<file path="config.mk">
export PLATFORM = sky130hd
export DESIGN_NAME = uart_word_assembler
export DESIGN_NICKNAME = d
export VERILOG_FILES = /design/src/rtl/uart_word_pkg.sv /design/src/rtl/uart_word_assembler_capture.sv /design/src/rtl/uart_word_assembler.sv
export SDC_FILE = /design/constraint.sdc
export NUM_CORES = 1
export LEC_CHECK = 0
export ABC_AREA = 1
export CAP_MARGIN = 20
export CORE_ASPECT_RATIO = 1.5
export CORE_UTILIZATION = 29
export CTS_CLUSTER_SIZE = 24
export DETAILED_ROUTE_END_ITERATION = 16
export HOLD_SLACK_MARGIN = 0.05
export PLACE_DENSITY = 0.52
export SLEW_MARGIN = 10
export SYNTH_ARGS = -nofsm -noshare
export SYNTH_HDL_FRONTEND = slang
export SYNTH_HIERARCHICAL = 1
export SYNTH_SLANG_ARGS = --single-unit
export TNS_END_PERCENT = 20
</file>
<file path="constraint.sdc">
create_clock -name clk -period 1.6 [get_ports clk]
set_input_delay 0.24 -clock clk [delete_from_list [all_inputs] [get_ports clk]]
set_output_delay 0.24 -clock clk [all_outputs]
set_load 0.01 [all_outputs]
</file>
<file path="src/rtl/uart_word_pkg.sv">
// uart_word_pkg: shared FSM encoding, byte-framing constants and defaults for the UART word assembler.
package uart_word_pkg;
    typedef enum logic {IDLE, HIGH} state_t;
    localparam int DEF_WORD_WIDTH = 13;
    localparam int HDR_BIT        = 7;
    localparam int LO_BITS        = 7;
    localparam int HI_BITS        = DEF_WORD_WIDTH - LO_BITS;
    localparam int DEF_TIMEOUT    = 2048;
endpackage

</file>
<file path="src/rtl/uart_word_assembler_capture.sv">
// uart_byte_capture: byte_rdy rising-edge detect, one-cycle uld_rx_data unload pulse and accept strobe.
//   clk, rst_n   : clock, asynchronous active-low reset
//   byte_rdy     : byte available from the receiver
//   uld_rx_data  : registered unload pulse, high the cycle after acceptance
//   accept       : combinational strobe, a byte is taken on the coming edge
module uart_byte_capture (
    input  logic clk,
    input  logic rst_n,
    input  logic byte_rdy,
    output logic uld_rx_data,
    output logic accept
);
    logic byte_rdy_d;
    assign accept = byte_rdy && !byte_rdy_d;
    always_ff @(posedge clk or negedge rst_n) begin
        if (!rst_n) begin
            byte_rdy_d  <= 1'b0;
            uld_rx_data <= 1'b0;
        end else begin
            byte_rdy_d  <= byte_rdy;
            uld_rx_data <= accept;
        end
    end
endmodule

</file>
<file path="src/rtl/uart_word_assembler.sv">
// uart_word_assembler: rebuilds header/low byte pairs from the UART receiver into command words.
//   clk, rst_n                 : clock, asynchronous active-low reset
//   byte_rdy, rx_data          : byte from the receiver, unloaded via uld_rx_data
//   word_out, word_valid       : assembled word, held until word_ack
//   err_seq, err_overflow      : one-cycle framing and overwrite pulses
//   err_timeout                : one-cycle inter-byte timeout pulse
// Build option UART_WORD_TIMEOUT_EN adds the inter-byte timeout counter; otherwise err_timeout is 0.
module uart_word_assembler
    import uart_word_pkg::*;
#(
    parameter int BYTE_WIDTH     = 8,
    parameter int WORD_WIDTH     = DEF_WORD_WIDTH,
    parameter int TIMEOUT_CYCLES = DEF_TIMEOUT
) (
    input  logic                  clk,
    input  logic                  rst_n,
    input  logic                  byte_rdy,
    input  logic [BYTE_WIDTH-1:0] rx_data,
    output logic                  uld_rx_data,
    output logic [WORD_WIDTH-1:0] word_out,
    output logic                  word_valid,
    input  logic                  word_ack,
    output logic                  err_seq,
    output logic                  err_overflow,
    output logic                  err_timeout
);
    localparam int HW = WORD_WIDTH - LO_BITS;

    if (BYTE_WIDTH != 8 || WORD_WIDTH > 2 * (BYTE_WIDTH - 1) || TIMEOUT_CYCLES < 1) begin : g_bad_cfg
        $error("uart_word_assembler: unsupported configuration");
    end

    state_t        state;
    logic [HW-1:0] hi;
    logic          accept;
    logic          hdr;
    logic          complete;
    logic          tmo;

    uart_byte_capture u_capture (
        .clk         (clk),
        .rst_n       (rst_n),
        .byte_rdy    (byte_rdy),
        .uld_rx_data (uld_rx_data),
        .accept      (accept)
    );

    assign hdr      = rx_data[HDR_BIT];
    assign complete = accept && !hdr && state == HIGH;

`ifdef UART_WORD_TIMEOUT_EN
    localparam int CW = $clog2(TIMEOUT_CYCLES + 1);
    logic [CW-1:0] cnt;
    // An accepted byte on the expiry edge takes precedence over the timeout.
    assign tmo = state == HIGH && cnt == CW'(TIMEOUT_CYCLES) && !accept;
    always_ff @(posedge clk or negedge rst_n) begin
        if (!rst_n) begin
            cnt         <= '0;
            err_timeout <= 1'b0;
        end else begin
            cnt         <= (accept && hdr) ? '0 :
                           (state == HIGH && cnt != CW'(TIMEOUT_CYCLES)) ? cnt + 1'b1 : cnt;
            err_timeout <= tmo;
        end
    end
`else
    assign tmo         = 1'b0;
    assign err_timeout = 1'b0;
`endif

    always_ff @(posedge clk or negedge rst_n) begin
        if (!rst_n) begin
            state        <= IDLE;
            hi           <= '0;
            word_out     <= '0;
            word_valid   <= 1'b0;
            err_seq      <= 1'b0;
            err_overflow <= 1'b0;
        end else begin
            // A header in HIGH or a low byte in IDLE is a framing error.
            err_seq      <= accept && (hdr == (state == HIGH));
            err_overflow <= complete && word_valid && !word_ack;
            if (complete) begin
                word_out   <= {hi, rx_data[LO_BITS-1:0]};
                word_valid <= 1'b1;
                state      <= IDLE;
            end else if (word_ack) begin
                word_valid <= 1'b0;
            end
            if (accept && hdr) begin
                hi    <= rx_data[HW-1:0];
                state <= HIGH;
            end else if (tmo) begin
                state <= IDLE;
            end
        end
    end
endmodule

</file>
==> Yosys cells after proc, flatten, opt, wreduce, memory -nomap -nowiden <==
Cells that the tools add are included.
{ "word_totals": {"input_bits": 12, "register_bits": 25, "output_inout_bits": 18, "mem_bits_rw": 0, "latchBits": 0, "memories": 0, "rom_bits": 0} }
{ "op_classes": {"n_shift": 0, "eq_ne": 1, "reduce_logical": 12, "bitwise_logic": 0, "div": 0, "muxes": 4, "order_cmp": 0, "mul": 0, "n_addsub": 0} }
{ "ops": {"columns": ["op", "count"], "rows": [
  ["logical AND 1 bit", 7],
  ["two-way mux 1 bit", 4],
  ["nonzero test 2 bit", 2],
  ["logical NOT 1 bit", 3],
  ["== test 1 bit", 1]
]} }

==> Logic depth before layout (Yosys ltp) <==
Gate-level depths: netlist of the first run.
{ "depth": {"ltp_word": 6, "mapped_depth": 6} }

==> Hierarchy <==
The synthesis of the first run kept the hierarchy.
{ "by_module_without_submodules": {"columns": ["mod", "area_each_um2", "instances", "cells_per_inst"], "rows": [
  ["uart_word_assembler", 962.2, 1, 102],
  ["uart_byte_capture", 60.1, 1, 4]
]} }

==> Least setup slack after synthesis of the first run <==
Ideal clock, no wire load.
{ "synth_path": {"path_kind": "register -> register", "from": "register u_capture.byte_rdy_d", "to": "register word_out[0]", "setup_time_ns": 0.117, "synth_period_minus_slack_ns": 1.037, "n_path_buf": 1, "stages_incl_launch_ff": 6, "t_arrival_ns": 0.920, "setup_slack_ns": 0.563, "cell_sequence": "dfrtp_1 -> nor2_2 -> nand3_4 -> buf_6 -> nand2_1 -> nand2_1"} }
{ "synth_via": {"elab_chain_len": 4} }
{ "synth_rtl": {"columns": ["item", "line", "text"], "rows": [
  ["start: declaration", "uart_word_assembler_capture.sv:13", "logic byte_rdy_d;"],
  ["start signal: assignment", "uart_word_assembler_capture.sv:20", "byte_rdy_d <= byte_rdy;"],
  ["logical NOT 1 bit", "uart_word_assembler_capture.sv:14", "assign accept = byte_rdy && !byte_rdy_d;"],
  ["logical AND 1 bit", "uart_word_assembler_capture.sv:14", null],
  ["named net accept", "uart_word_assembler.sv:35", "logic accept;"],
  ["logical AND 1 bit (2 in a row)", "uart_word_assembler.sv:49", "assign complete = accept && !hdr && state == HIGH;"],
  ["end signal: assignment", "uart_word_assembler.sv:84", "word_out <= {hi, rx_data[LO_BITS-1:0]};"],
  ["end: declaration", "uart_word_assembler.sv:20", "output logic [WORD_WIDTH-1:0] word_out,"]
]} }
The timed path passes the listed nets, and every way through them passes these cells.
A chain may end at the register's enable or synchronous reset.

==> Worst setup path after layout of the first run <==
{ "layout_path": {"from": "register word_out[2]", "to": "output port word_out[2]"} }
No word-level cell between the ends.

==> reports/qor.json, run 1 <==
{
  "run_status": {
    "outcome": "finished, final reports clean"
  },
  "sta": {
    "relSlewSlack": 0.6201,
    "post-route-period-util": 0.8801,
    "hold_violations": 0,
    "grt_setup_unrepaired": "no",
    "setup-violations-final": 0,
    "timing_worst_slew_pin_value_ps": 569.8,
    "final.setup_skew_ps": 1.248,
    "finalSetupTns_ps": 0,
    "max_freq_mhz": 710.2,
    "min_period_ps": 1408,
    "slew_violations": 0
  },
  "routing": {
    "detail_route.wirelength_mm": 2.134,
    "via_per_inst": 4.727,
    "vias": 832,
    "drt_first_iter_violations": 27,
    "dr.pass1.iters": 4,
    "post_drt_wl_per_cell_um": 12.13,
    "postRouteAntennaNets": 0,
    "remaining_drc_errors": 0
  },
  "setup_path": {
    "cp_num_cells": 1,
    "critical_path.slowest_cell": "sky130_fd_sc_hd__clkdlybuf4s50_1",
    "rrSetupSlack_ps": 340,
    "cp-end-kind": "primary output",
    "critical_path.cell_chain": "clkdlybuf4s50_1",
    "worst_r2r_path_depth": 3,
    "worstReg2RegStart": "state",
    "cp_data_arrival_time_ps": 1170,
    "count_of_buffer_and_inverter_cells_on_the_critical_path": 1,
    "cpLargestDelayFamily": "buffers and inverters",
    "cp.required_ps": 1360,
    "crit_path_start_kind": "flop",
    "highest_cell_delay_on_the_worst_timing_path_ps": 540,
    "largest_fanout_on_the_critical_path": 2,
    "critPathKind": "flop to primary output",
    "r2r-end": "word_out[3]"
  },
  "placement": {
    "gp_congestion": 0.7985,
    "portBuffers": 28,
    "dp_hpwl_mm": 1.531
  },
  "die": {
    "die_area_sq_um": 3771,
    "fp.dieW_um": 50.48,
    "fp-row-count": 26,
    "core_area_sq_um": 3383,
    "initial_utilization": 0.3021,
    "count_of_pins_on_the_block_boundary": 30,
    "die_y_um": 74.72
  },
  "cts": {
    "cts_max_level": 1,
    "cts_tree": "done",
    "clk_path_buf_depth": 2,
    "clk-insertion-delay-late_ps": 260,
    "clkSinkCount": 25,
    "cts_inserted_buffers": 3,
    "cts_resized": 0,
    "clkTransAtPathRegs_ps": 80,
    "clock-root-buffer": "sky130_fd_sc_hd__clkbuf_8",
    "post_cts_hold_buffer_count": 0,
    "postCtsSetupRepairBufs": 0
  },
  "finish": {
    "utilization": 0.4050,
    "antenna_cells": 0,
    "most_frequent_standard_cell_in_the_layout_excluding_fill_and_tap_cells": "sky130_fd_sc_hd__nand2_1",
    "nets": 147,
    "num-fill-cells": 364,
    "areaGrowthSynthToFinish_pct": 34.03,
    "layout_common_cells": "43 x sky130_fd_sc_hd__nand2_1, 28 x sky130_fd_sc_hd__clkdlybuf4s50_1, 25 x sky130_fd_sc_hd__dfrtp_1",
    "layout-drive-gt1-share": 0.08209
  },
  "synthesis": {
    "yosys_warnings": 6,
    "postSynthAreaPerCell_sq_um": 9.644,
    "post_synth_num_cell_types": 14,
    "cells_after_synth": 106,
    "netlist_area_sq_um": 1022,
    "synth_seq_area_share": 0.6120,
    "number_of_nets_in_the_synthesized_netlist": 118,
    "count_of_state_elements_after_synthesis": 25
  },
  "global_route": {
    "largest_net_degree_at_the_start_of_global_routing": 26,
    "grt_ovf": 0,
    "first_global_vias": 752,
    "grt_antenna_before_repair": 0,
    "total_global_route_track_usage": 0.1212,
    "first_pass_grt_wire_length_mm": 3.387
  },
  "power": {
    "cellPowerDensity_nw_per_um2": 1119,
    "cellLeakagePower_nw": 0.6707,
    "vdd.ir_drop.worst_v": 0.0005339
  },
  "hold_path": {
    "min_path_type": "primary input to asynchronous set/reset pin"
  },
  "flow_run": {
    "max_cap_viol_count": 0
  }
}
[synthesized netlist by cell type]
cell type                 number  area (sq um)
sky130_fd_sc_hd__buf_2         3         15.01
sky130_fd_sc_hd__buf_4         3         22.52
sky130_fd_sc_hd__buf_6         2         22.52
sky130_fd_sc_hd__conb_1        1         3.750
sky130_fd_sc_hd__dfrtp_1      25         625.6
sky130_fd_sc_hd__inv_1         3         11.26
sky130_fd_sc_hd__inv_4         1         6.260
sky130_fd_sc_hd__nand2_1      43         161.4
sky130_fd_sc_hd__nand3_1       6         30.03
sky130_fd_sc_hd__nand3_4       1         17.52
sky130_fd_sc_hd__nand4_1      13         81.33
sky130_fd_sc_hd__nor2_1        2         7.510
sky130_fd_sc_hd__nor2_2        2         12.51
sky130_fd_sc_hd__o21ai_0       1         5.000
[area by class of cell]
class                           instances  area [sq um]  share of cell area
Tap cell                               42         52.55             0.03836
Inverter                                4         17.52             0.01279
Multi-Input combinational cell         69         319.1              0.2329
Timing Repair Buffer                   32         310.3              0.2265
Clock buffer                            4         45.04             0.03288
Sequential cell                        25         625.6              0.4566
[cell families (layout without fill, tap and decap cells)]
kind of cell	after synthesis	after routing	synth area share
simple gates	67	67	0.3036
flops	25	25	0.6120
buf+inv	12	40	0.07588
other cells	1	1	0.003668
compound gates	1	1	0.004891
[flip-flops by register name (all words and copies together) (netlist names)]
signal / cells
hi: 6
err_seq: 1
word_out: 13
word_valid: 1
u_capture/byte_rdy_d: 1
u_capture/uld_rx_data: 1
err_overflow: 1
state: 1
[stage by stage]
step	worst slack (ps)	instance area [sq um]	hold slack, ps	power (mW)	std cells
2_1_floorplan	563.2	1022	-55.59	0.9636	106
3_3_place_gp	104.7	1325	458.3	1.177	172
3_5_place_dp	59.40	1325	463.2	1.184	172
4_1_cts	180.3	1370	340.9	1.552	176
5_1_grt	130.8	1370	379.2	1.626	176
6_report	191.9	1370	325.2	1.533	176
[worst max-delay path by stage]
stage / end / startpoint
final: word_out[2] / word_out[2]
after floorplan: word_out[0] / u_capture/byte_rdy_d
after CTS: word_out[2] / word_out[2]
after global placement: word_out[1] / byte_rdy
after detailed placement: word_out[3] / byte_rdy
after global routing: word_out[3] / word_out[3]
[layer usage]
metal / global-route usage / wire [um] / vias up
met1: 0.1555 / 905 / 392
met2: 0.1956 / 1068 / 37
met5: 0 / 0 / -
met4: 0.06481 / 47 / 0
met3: 0.02020 / 113 / 6
li1: - / - / 397
[report_power, final]
group	total, mW	internal [mW]	switching, mW
Sequential	0.808	0.736	0.0724
Combinational	0.357	0.200	0.157
Clock	0.367	0.178	0.190
No activity file was read; power rests on OpenSTA's default activity.
==> run 2: changes to the inputs <==
--- a/config.mk
+++ b/config.mk
@@ -8,11 +8,11 @@
 export ABC_AREA = 1
 export CAP_MARGIN = 20
 export CORE_ASPECT_RATIO = 1.5
-export CORE_UTILIZATION = 29
+export CORE_UTILIZATION = 40
 export CTS_CLUSTER_SIZE = 24
 export DETAILED_ROUTE_END_ITERATION = 16
 export HOLD_SLACK_MARGIN = 0.05
-export PLACE_DENSITY = 0.52
+export PLACE_DENSITY = 0.68
 export SLEW_MARGIN = 10
 export SYNTH_ARGS = -nofsm -noshare
 export SYNTH_HDL_FRONTEND = slang
==> run 2 against run 1 <==
Maximum frequency shrank 4.4%. Wire length is 5.1% lower. Largest cell class unchanged. Highest routed layer unchanged. Critical path depth unchanged.
==> reports/qor.json, run 2 (same netlist as run 1, synthesis figures left out) <==
{
  "placement": {
    "portBuffers": {"value": 28, "change": "unchanged"},
    "dp_hpwl": {"value": 1.487, "unit": "mm", "change": "was 1.531 mm"},
    "gp_congestion": {"value": 0.8206, "change": "was 0.7985"},
    "dp_cells": {"value": 155, "change": "was 172"}
  },
  "finish": {
    "layout.cells.non_filler": {"value": 159, "change": "was 176"},
    "num-fill-cells": {"value": 235, "change": "was 364"},
    "nets": {"value": 148, "change": "was 147"},
    "biggestRegsByFlops": {"value": "word_out: 13 flops, hi: 6 flops", "change": "unchanged"},
    "registers.top_by_ff_count": {"value": "word_out", "change": "unchanged"},
    "antenna_cells": {"value": 0, "change": "unchanged"},
    "layout_common_cells": {"value": "43 x sky130_fd_sc_hd__nand2_1, 28 x sky130_fd_sc_hd__clkdlybuf4s50_1, 25 x sky130_fd_sc_hd__dfrtp_1", "change": "unchanged"},
    "max_reg_flops": {"value": 13, "change": "unchanged"},
    "utilization": {"value": 0.5532, "change": "was 0.4050"},
    "areaGrowthSynthToFinish": {"value": 31.09, "unit": "%", "change": "was 34.03%"},
    "most_frequent_standard_cell_in_the_layout_excluding_fill_and_tap_cells": {"value": "sky130_fd_sc_hd__nand2_1", "change": "unchanged"},
    "layout-drive-gt1-share": {"value": 0.09630, "change": "was 0.08209"}
  },
  "routing": {
    "met3WireLength": {"value": 99, "unit": "um", "change": "was 113 um"},
    "drt_first_iter_violations": {"value": 32, "change": "was 27"},
    "via_per_inst": {"value": 5.239, "change": "was 4.727"},
    "post_drt_wl_per_cell": {"value": 12.74, "unit": "um", "change": "was 12.13 um"},
    "vias": {"value": 833, "change": "was 832"},
    "topRoutingLayerUsed": {"value": "met4", "change": "unchanged"},
    "postRouteAntennaNets": {"value": 0, "change": "unchanged"},
    "routed-wl-met2": {"value": 1.049, "unit": "mm", "change": "was 1.068 mm"},
    "detail_route.wirelength": {"value": 2.026, "unit": "mm", "change": "was 2.134 mm"},
    "remaining_drc_errors": {"value": 0, "change": "unchanged"},
    "m1WireLength": {"value": 853, "unit": "um", "change": "was 905 um"},
    "dr.pass1.iters": {"value": 4, "change": "unchanged"}
  },
  "setup_path": {
    "worstReg2RegStart": {"value": "u_capture/byte_rdy_d", "change": "was state"},
    "largest_fanout_on_the_critical_path": {"value": 1, "change": "was 2"},
    "r2r-end": {"value": "word_out[7]", "change": "was word_out[3]"},
    "highest_cell_delay_on_the_worst_timing_path": {"value": 540, "unit": "ps", "change": "about the same"},
    "cp-end-kind": {"value": "primary output", "change": "unchanged"},
    "worst_r2r_path_depth": {"value": 4, "change": "was 3"},
    "critPathCapture": {"value": "uld_rx_data", "change": "was word_out[2]"},
    "critical_path.cell_chain": {"value": "clkdlybuf4s50_1", "change": "unchanged"},
    "cp.required": {"value": 1360, "unit": "ps", "change": "about the same"},
    "count_of_buffer_and_inverter_cells_on_the_critical_path": {"value": 1, "change": "unchanged"},
    "cp_data_arrival_time": {"value": 1230, "unit": "ps", "change": "was 1170 ps"},
    "cp_num_cells": {"value": 1, "change": "unchanged"},
    "critPathKind": {"value": "flop to primary output", "change": "unchanged"},
    "cpLargestDelayFamily": {"value": "buffers and inverters", "change": "unchanged"},
    "crit_start": {"value": "u_capture/uld_rx_data", "change": "was word_out[2]"},
    "rrSetupSlack": {"value": 520, "unit": "ps", "change": "was 340 ps"},
    "crit_path_start_kind": {"value": "flop", "change": "unchanged"},
    "critical_path.slowest_cell": {"value": "sky130_fd_sc_hd__clkdlybuf4s50_1", "change": "unchanged"}
  },
  "sta": {
    "grt_setup_unrepaired": {"value": "no", "change": "unchanged"},
    "final.setup_skew": {"value": 11.70, "unit": "ps", "change": "was 1.248 ps"},
    "finalSetupTns": {"value": 0, "unit": "ps", "change": "unchanged"},
    "slew_violations": {"value": 0, "change": "unchanged"},
    "max_freq": {"value": 678.7, "unit": "MHz", "change": "was 710.2 MHz"},
    "min_period": {"value": 1473, "unit": "ps", "change": "was 1408 ps"},
    "hold_violations": {"value": 0, "change": "unchanged"},
    "post-route-period-util": {"value": 0.9209, "change": "was 0.8801"},
    "setup-violations-final": {"value": 0, "change": "unchanged"}
  },
  "cts": {
    "clkTransAtPathRegs": {"value": 140, "unit": "ps", "change": "was 80 ps"},
    "clk_path_buf_depth": {"value": 2, "change": "unchanged"},
    "cts_resized": {"value": 0, "change": "unchanged"},
    "clkSinkCount": {"value": 25, "change": "unchanged"},
    "postCtsSetupRepairBufs": {"value": 0, "change": "unchanged"},
    "post_cts_hold_buffer_count": {"value": 0, "change": "unchanged"},
    "cts_inserted_buffers": {"value": 3, "change": "unchanged"},
    "cts_tree": {"value": "done", "change": "unchanged"},
    "clk-insertion-delay-late": {"value": 310, "unit": "ps", "change": "was 260 ps"},
    "clock-root-buffer": {"value": "sky130_fd_sc_hd__clkbuf_4", "change": "was sky130_fd_sc_hd__clkbuf_8"},
    "cts_max_level": {"value": 1, "change": "unchanged"}
  },
  "power": {
    "power.combinational.fraction": {"value": 0.258, "change": "was 0.233"},
    "vdd.ir_drop.worst": {"value": 0.0005062, "unit": "V", "change": "was 0.0005339 V"},
    "internal_power": {"value": 1.035, "unit": "mW", "change": "was 1.114 mW"},
    "pwr-share-clk": {"value": 0.193, "change": "was 0.240"},
    "cellPowerDensity": {"value": 1082, "unit": "nW/um^2", "change": "was 1119 nW/um^2"},
    "netSwitchingFraction": {"value": 0.2864, "change": "was 0.2735"},
    "cellLeakagePower": {"value": 0.6669, "unit": "nW", "change": "was 0.6707 nW"},
    "switching_power_of_the_nets": {"value": 0.4153, "unit": "mW", "change": "was 0.4192 mW"},
    "pwr-share-seq": {"value": 0.550, "change": "was 0.527"}
  },
  "die": {
    "die_y": {"value": 63.92, "unit": "um", "change": "was 74.72 um"},
    "fp.dieW": {"value": 43.28, "unit": "um", "change": "was 50.48 um"},
    "core_area": {"value": 2422, "unit": "sq um", "change": "was 3383 sq um"},
    "initial_utilization": {"value": 0.4220, "change": "was 0.3021"},
    "fp-row-count": {"value": 22, "change": "was 26"},
    "die_area": {"value": 2766, "unit": "sq um", "change": "was 3771 sq um"},
    "count_of_pins_on_the_block_boundary": {"value": 30, "change": "unchanged"}
  },
  "global_route": {
    "total_global_route_track_usage": {"value": 0.1622, "change": "was 0.1212"},
    "first_global_vias": {"value": 802, "change": "was 752"},
    "grt_ovf": {"value": 0, "change": "unchanged"},
    "grt_antenna_before_repair": {"value": 0, "change": "unchanged"},
    "first_pass_grt_wire_length": {"value": 3.436, "unit": "mm", "change": "was 3.387 mm"},
    "largest_net_degree_at_the_start_of_global_routing": {"value": 26, "change": "unchanged"}
  },
  "flow_run": {
    "max_cap_viol_count": {"value": 0, "change": "unchanged"}
  },
  "hold_path": {
    "min_path_type": {"value": "primary input to asynchronous set/reset pin", "change": "unchanged"}
  },
  "run_status": {
    "outcome": {"value": "finished, final reports clean", "change": "unchanged"}
  }
}
-- run 2: changes by cell type in the layout (fill, tap and decap cells not counted) --
cell / previous run / this run
sky130_fd_sc_hd__clkbuf_8: 3 / 0
sky130_fd_sc_hd__clkinvlp_4: 0 / 1
sky130_fd_sc_hd__clkbuf_4: 0 / 3
sky130_fd_sc_hd__clkbuf_1: 1 / 0
sky130_fd_sc_hd__buf_4: 4 / 5
-- run 2: power by group through the flow --
stage                     combinational, mW  clock [mW]  sequential, mW
after floorplan                       0.130           0           0.834
after CTS                             0.377       0.295           0.799
after detailed placement              0.376           0           0.811
final                                 0.373       0.280           0.797
after global placement                0.369           0           0.808
after global routing                  0.409       0.318           0.809
-- run 2: stage by stage --
step	area (sq um)	hold WS [ps]	setup slack, ps	total power, mW
final	1340	274.6	126.6	1.450
after global routing	1340	301.7	72.45	1.537
after CTS	1340	272.1	102.3	1.471
after detailed placement	1310	459.8	136.7	1.188
after global placement	1310	457.2	177.0	1.177
after floorplan	1022	-55.59	563.2	0.9636
-- run 2: worst min-delay path by stage --
stage	start	to	slack, ps	cells past startpoint
6_report	rst_n	word_out[9]	270	2
5_1_grt	rst_n	word_out[8]	300	2
4_1_cts	rst_n	word_out[9]	270	2
3_5_place_dp	word_out[12]	word_out[12]	460	2
3_3_place_gp	hi[2]	hi[2]	460	2
2_1_floorplan	rst_n	err_overflow	-60	0
-- run 2: per-layer routing --
layer  GRT usage  up-vias
met2      0.2743       32
met4     0.08333        0
met1      0.1944      398
li1            -      401
met3     0.02260        2
met5           0        -
-- run 2: cell type report --
class,count,area [sq um],area share
clock buffers,3,22.52,0.01681
clock inverters,1,7.507,0.005602
inverters,4,17.52,0.01307
multi-input cells,69,319.1,0.2381
flip-flops and latches,25,625.6,0.4669
well taps,24,30.03,0.02241
repair buffers,33,317.8,0.2372
==> run 3: changes to the inputs <==
--- a/config.mk
+++ b/config.mk
@@ -8,11 +8,12 @@
 export ABC_AREA = 1
 export CAP_MARGIN = 20
 export CORE_ASPECT_RATIO = 1.5
-export CORE_UTILIZATION = 40
+export CORE_MARGIN = 2
+export CORE_UTILIZATION = 25
 export CTS_CLUSTER_SIZE = 24
 export DETAILED_ROUTE_END_ITERATION = 16
 export HOLD_SLACK_MARGIN = 0.05
-export PLACE_DENSITY = 0.68
+export PLACE_DENSITY = 0.47
 export SLEW_MARGIN = 10
 export SYNTH_ARGS = -nofsm -noshare
 export SYNTH_HDL_FRONTEND = slang
==> constraint.sdc (replaced) <==
create_clock -name clk -period 1.6 [get_ports clk]
set_input_delay 0.16 -clock clk [delete_from_list [all_inputs] [get_ports clk]]
set_output_delay 0.16 -clock clk [all_outputs]
set_load 0.01 [all_outputs]
==> run 3 against run 2 <==
Maximum frequency increased by 11%. Clock skew decreased by 5.3 ps. Global-route usage decreased by 6.2 points. Die area increased by 67%. Wire length increased by 7.1%. Non-clock buffer count decreased by 2. Utilization decreased by 20 points. Via count decreased by 1.9%. Clock-buffer cell count unchanged. First-iteration DRC count decreased by 13%. Critical path depth unchanged. Highest routed layer unchanged.
==> reports/qor.json, run 3 (same netlist as run 1, synthesis figures left out) <==
{
  "die": {
    "initial_utilization": {"value": 0.2605, "change": "was 0.4220"},
    "fp.dieW": {"value": 56.21, "unit": "um", "change": "was 43.28 um"},
    "die_y": {"value": 82.32, "unit": "um", "change": "was 63.92 um"},
    "fp-row-count": {"value": 28, "change": "was 22"},
    "die_area": {"value": 4627, "unit": "sq um", "change": "was 2766 sq um"},
    "count_of_pins_on_the_block_boundary": {"value": 30, "change": "unchanged"},
    "core_area": {"value": 3924, "unit": "sq um", "change": "was 2422 sq um"}
  },
  "sta": {
    "max_freq": {"value": 751.9, "unit": "MHz", "change": "was 678.7 MHz"},
    "min_period": {"value": 1330, "unit": "ps", "change": "was 1473 ps"},
    "setup-violations-final": {"value": 0, "change": "unchanged"},
    "relSlewSlack": 0.6232,
    "final.setup_skew": {"value": 6.386, "unit": "ps", "change": "was 11.70 ps"},
    "post-route-period-util": {"value": 0.8312, "change": "was 0.9209"},
    "grt_setup_unrepaired": {"value": "no", "change": "unchanged"},
    "timing_worst_slew_pin_value_ps": 565.2,
    "hold_violations": {"value": 0, "change": "unchanged"},
    "finalSetupTns": {"value": 0, "unit": "ps", "change": "unchanged"},
    "slew_violations": {"value": 0, "change": "unchanged"}
  },
  "setup_path": {
    "count_of_buffer_and_inverter_cells_on_the_critical_path": {"value": 1, "change": "unchanged"},
    "rrSetupSlack": {"value": 370, "unit": "ps", "change": "was 520 ps"},
    "cpLargestDelayFamily": {"value": "buffers and inverters", "change": "unchanged"},
    "largest_fanout_on_the_critical_path": {"value": 2, "change": "was 1"},
    "worstReg2RegStart": {"value": "state", "change": "was u_capture/byte_rdy_d"},
    "cp_num_cells": {"value": 1, "change": "unchanged"},
    "cp-end-kind": {"value": "primary output", "change": "unchanged"},
    "critical_path.slowest_cell": {"value": "sky130_fd_sc_hd__clkdlybuf4s50_1", "change": "unchanged"},
    "critPathCapture": {"value": "word_out[1]", "change": "was uld_rx_data"},
    "highest_cell_delay_on_the_worst_timing_path": {"value": 540, "unit": "ps", "change": "about the same"},
    "crit_path_start_kind": {"value": "flop", "change": "unchanged"},
    "worst_r2r_path_depth": {"value": 3, "change": "was 4"},
    "crit_start": {"value": "word_out[1]", "change": "was u_capture/uld_rx_data"},
    "critical_path.cell_chain": {"value": "clkdlybuf4s50_1", "change": "unchanged"},
    "critPathKind": {"value": "flop to primary output", "change": "unchanged"},
    "cp_data_arrival_time": {"value": 1170, "unit": "ps", "change": "was 1230 ps"},
    "cp.required": {"value": 1440, "unit": "ps", "change": "was 1360 ps"},
    "r2r-end": {"value": "word_out[3]", "change": "was word_out[7]"}
  },
  "routing": {
    "vias": {"value": 817, "change": "was 833"},
    "dr.pass1.iters": {"value": 5, "change": "was 4"},
    "drt_first_iter_violations": {"value": 28, "change": "was 32"},
    "via_per_inst": {"value": 4.590, "change": "was 5.239"},
    "post_drt_wl_per_cell": {"value": 12.19, "unit": "um", "change": "was 12.74 um"},
    "detail_route.wirelength": {"value": 2.170, "unit": "mm", "change": "was 2.026 mm"},
    "remaining_drc_errors": {"value": 0, "change": "unchanged"},
    "postRouteAntennaNets": {"value": 0, "change": "unchanged"}
  },
  "finish": {
    "biggestRegsByFlops": {"value": "word_out: 13 flops, hi: 6 flops", "change": "unchanged"},
    "registers.top_by_ff_count": {"value": "word_out", "change": "unchanged"},
    "most_frequent_standard_cell_in_the_layout_excluding_fill_and_tap_cells": {"value": "sky130_fd_sc_hd__nand2_1", "change": "unchanged"},
    "layout-drive-gt1-share": {"value": 0.08271, "change": "was 0.09630"},
    "nets": {"value": 146, "change": "was 148"},
    "utilization": {"value": 0.3517, "change": "was 0.5532"},
    "antenna_cells": {"value": 0, "change": "unchanged"},
    "max_reg_flops": {"value": 13, "change": "unchanged"},
    "fin_area": {"value": 1380, "unit": "sq um", "change": "was 1340 sq um"},
    "num-fill-cells": {"value": 414, "change": "was 235"},
    "areaGrowthSynthToFinish": {"value": 35.01, "unit": "%", "change": "was 31.09%"},
    "layout_common_cells": {"value": "43 x sky130_fd_sc_hd__nand2_1, 28 x sky130_fd_sc_hd__clkdlybuf4s50_1, 25 x sky130_fd_sc_hd__dfrtp_1", "change": "unchanged"}
  },
  "power": {
    "vdd.ir_drop.worst": {"value": 0.0004384, "unit": "V", "change": "was 0.0005062 V"},
    "cellPowerDensity": {"value": 1111, "unit": "nW/um^2", "change": "was 1082 nW/um^2"},
    "design_power_total": {"value": 1.534, "unit": "mW", "change": "was 1.450 mW"},
    "cellLeakagePower": {"value": 0.6720, "unit": "nW", "change": "was 0.6669 nW"}
  },
  "placement": {
    "dp_hpwl": {"value": 1.584, "unit": "mm", "change": "was 1.487 mm"},
    "portBuffers": {"value": 28, "change": "unchanged"},
    "dpl_cell_area": {"value": 1334, "unit": "sq um", "change": "was 1310 sq um"},
    "gp_congestion": {"value": 0.7232, "change": "was 0.8206"}
  },
  "cts": {
    "clkSinkCount": {"value": 25, "change": "unchanged"},
    "clk_path_buf_depth": {"value": 2, "change": "unchanged"},
    "cts_max_level": {"value": 1, "change": "unchanged"},
    "cts_inserted_buffers": {"value": 3, "change": "unchanged"},
    "clock-root-buffer": {"value": "sky130_fd_sc_hd__clkbuf_8", "change": "was sky130_fd_sc_hd__clkbuf_4"},
    "cts_tree": {"value": "done", "change": "unchanged"},
    "clkTransAtPathRegs": {"value": 90, "unit": "ps", "change": "was 140 ps"},
    "post_cts_hold_buffer_count": {"value": 0, "change": "unchanged"},
    "clk-insertion-delay-late": {"value": 260, "unit": "ps", "change": "was 310 ps"},
    "postCtsSetupRepairBufs": {"value": 0, "change": "unchanged"},
    "cts_resized": {"value": 0, "change": "unchanged"}
  },
  "global_route": {
    "grt_antenna_before_repair": {"value": 0, "change": "unchanged"},
    "grt_ovf": {"value": 0, "change": "unchanged"},
    "total_global_route_track_usage": {"value": 0.1001, "change": "was 0.1622"},
    "largest_net_degree_at_the_start_of_global_routing": {"value": 26, "change": "unchanged"},
    "first_global_vias": {"value": 759, "change": "was 802"},
    "first_pass_grt_wire_length": {"value": 3.581, "unit": "mm", "change": "was 3.436 mm"}
  },
  "hold_path": {
    "min_path_type": {"value": "primary input to asynchronous set/reset pin", "change": "unchanged"}
  },
  "flow_run": {
    "max_cap_viol_count": {"value": 0, "change": "unchanged"}
  },
  "run_status": {
    "outcome": {"value": "finished, final reports clean", "change": "unchanged"}
  }
}
==> run 3: cell types whose count changed in the layout (fill, tap and decap cells not counted), sizes merged <==
| cell | delta |
|---|---|
| clkinvlp | -1 |
| clkinv | +1 |
| buf | -2 |
==> run 3: how the worst min path moves through the flow <==
stage / to / depth (start not counted)
finish: word_out[2] / 2
global route: word_out[1] / 2
CTS: word_out[1] / 2
detailed placement: hi[5] / 2
global placement: hi[4] / 2
floorplan: err_overflow / 0
==> run 3: layer usage <==
metal	global-route usage	part of all wire
met5	0	0
met4	0.05000	0.0097
met1	0.1185	0.40
met3	0.01869	0.050
met2	0.1741	0.54
==> run 3: where the power goes <==
part | leakage [nW] | internal, mW | switching, mW
clock network | 0.0255 | 0.174 | 0.192
registers | 0.322 | 0.735 | 0.0710
logic | 0.325 | 0.202 | 0.160
total | 0.672 | 1.11 | 0.423
==> run 3: final cells by class <==
class                   count  area, sq um  share of cell area
clock buffers               3        41.29             0.02992
clock inverters             1        5.005            0.003626
inverters                   4        17.52             0.01269
multi-input cells          69        319.1              0.2312
flip-flops and latches     25        625.6              0.4533
well taps                  45        56.30             0.04080
repair buffers             31        315.3              0.2285
==> run 3: per-stage QoR <==
stage | instances | hold slack [ps] | setup WS [ps]
after detailed placement | 174 | 459.5 | 126.5
final | 178 | 240.8 | 270.1
after CTS | 178 | 251.7 | 253.6
after floorplan | 106 | -135.6 | 563.2
after global routing | 178 | 263.1 | 205.2
after global placement | 174 | 457.6 | 158.3
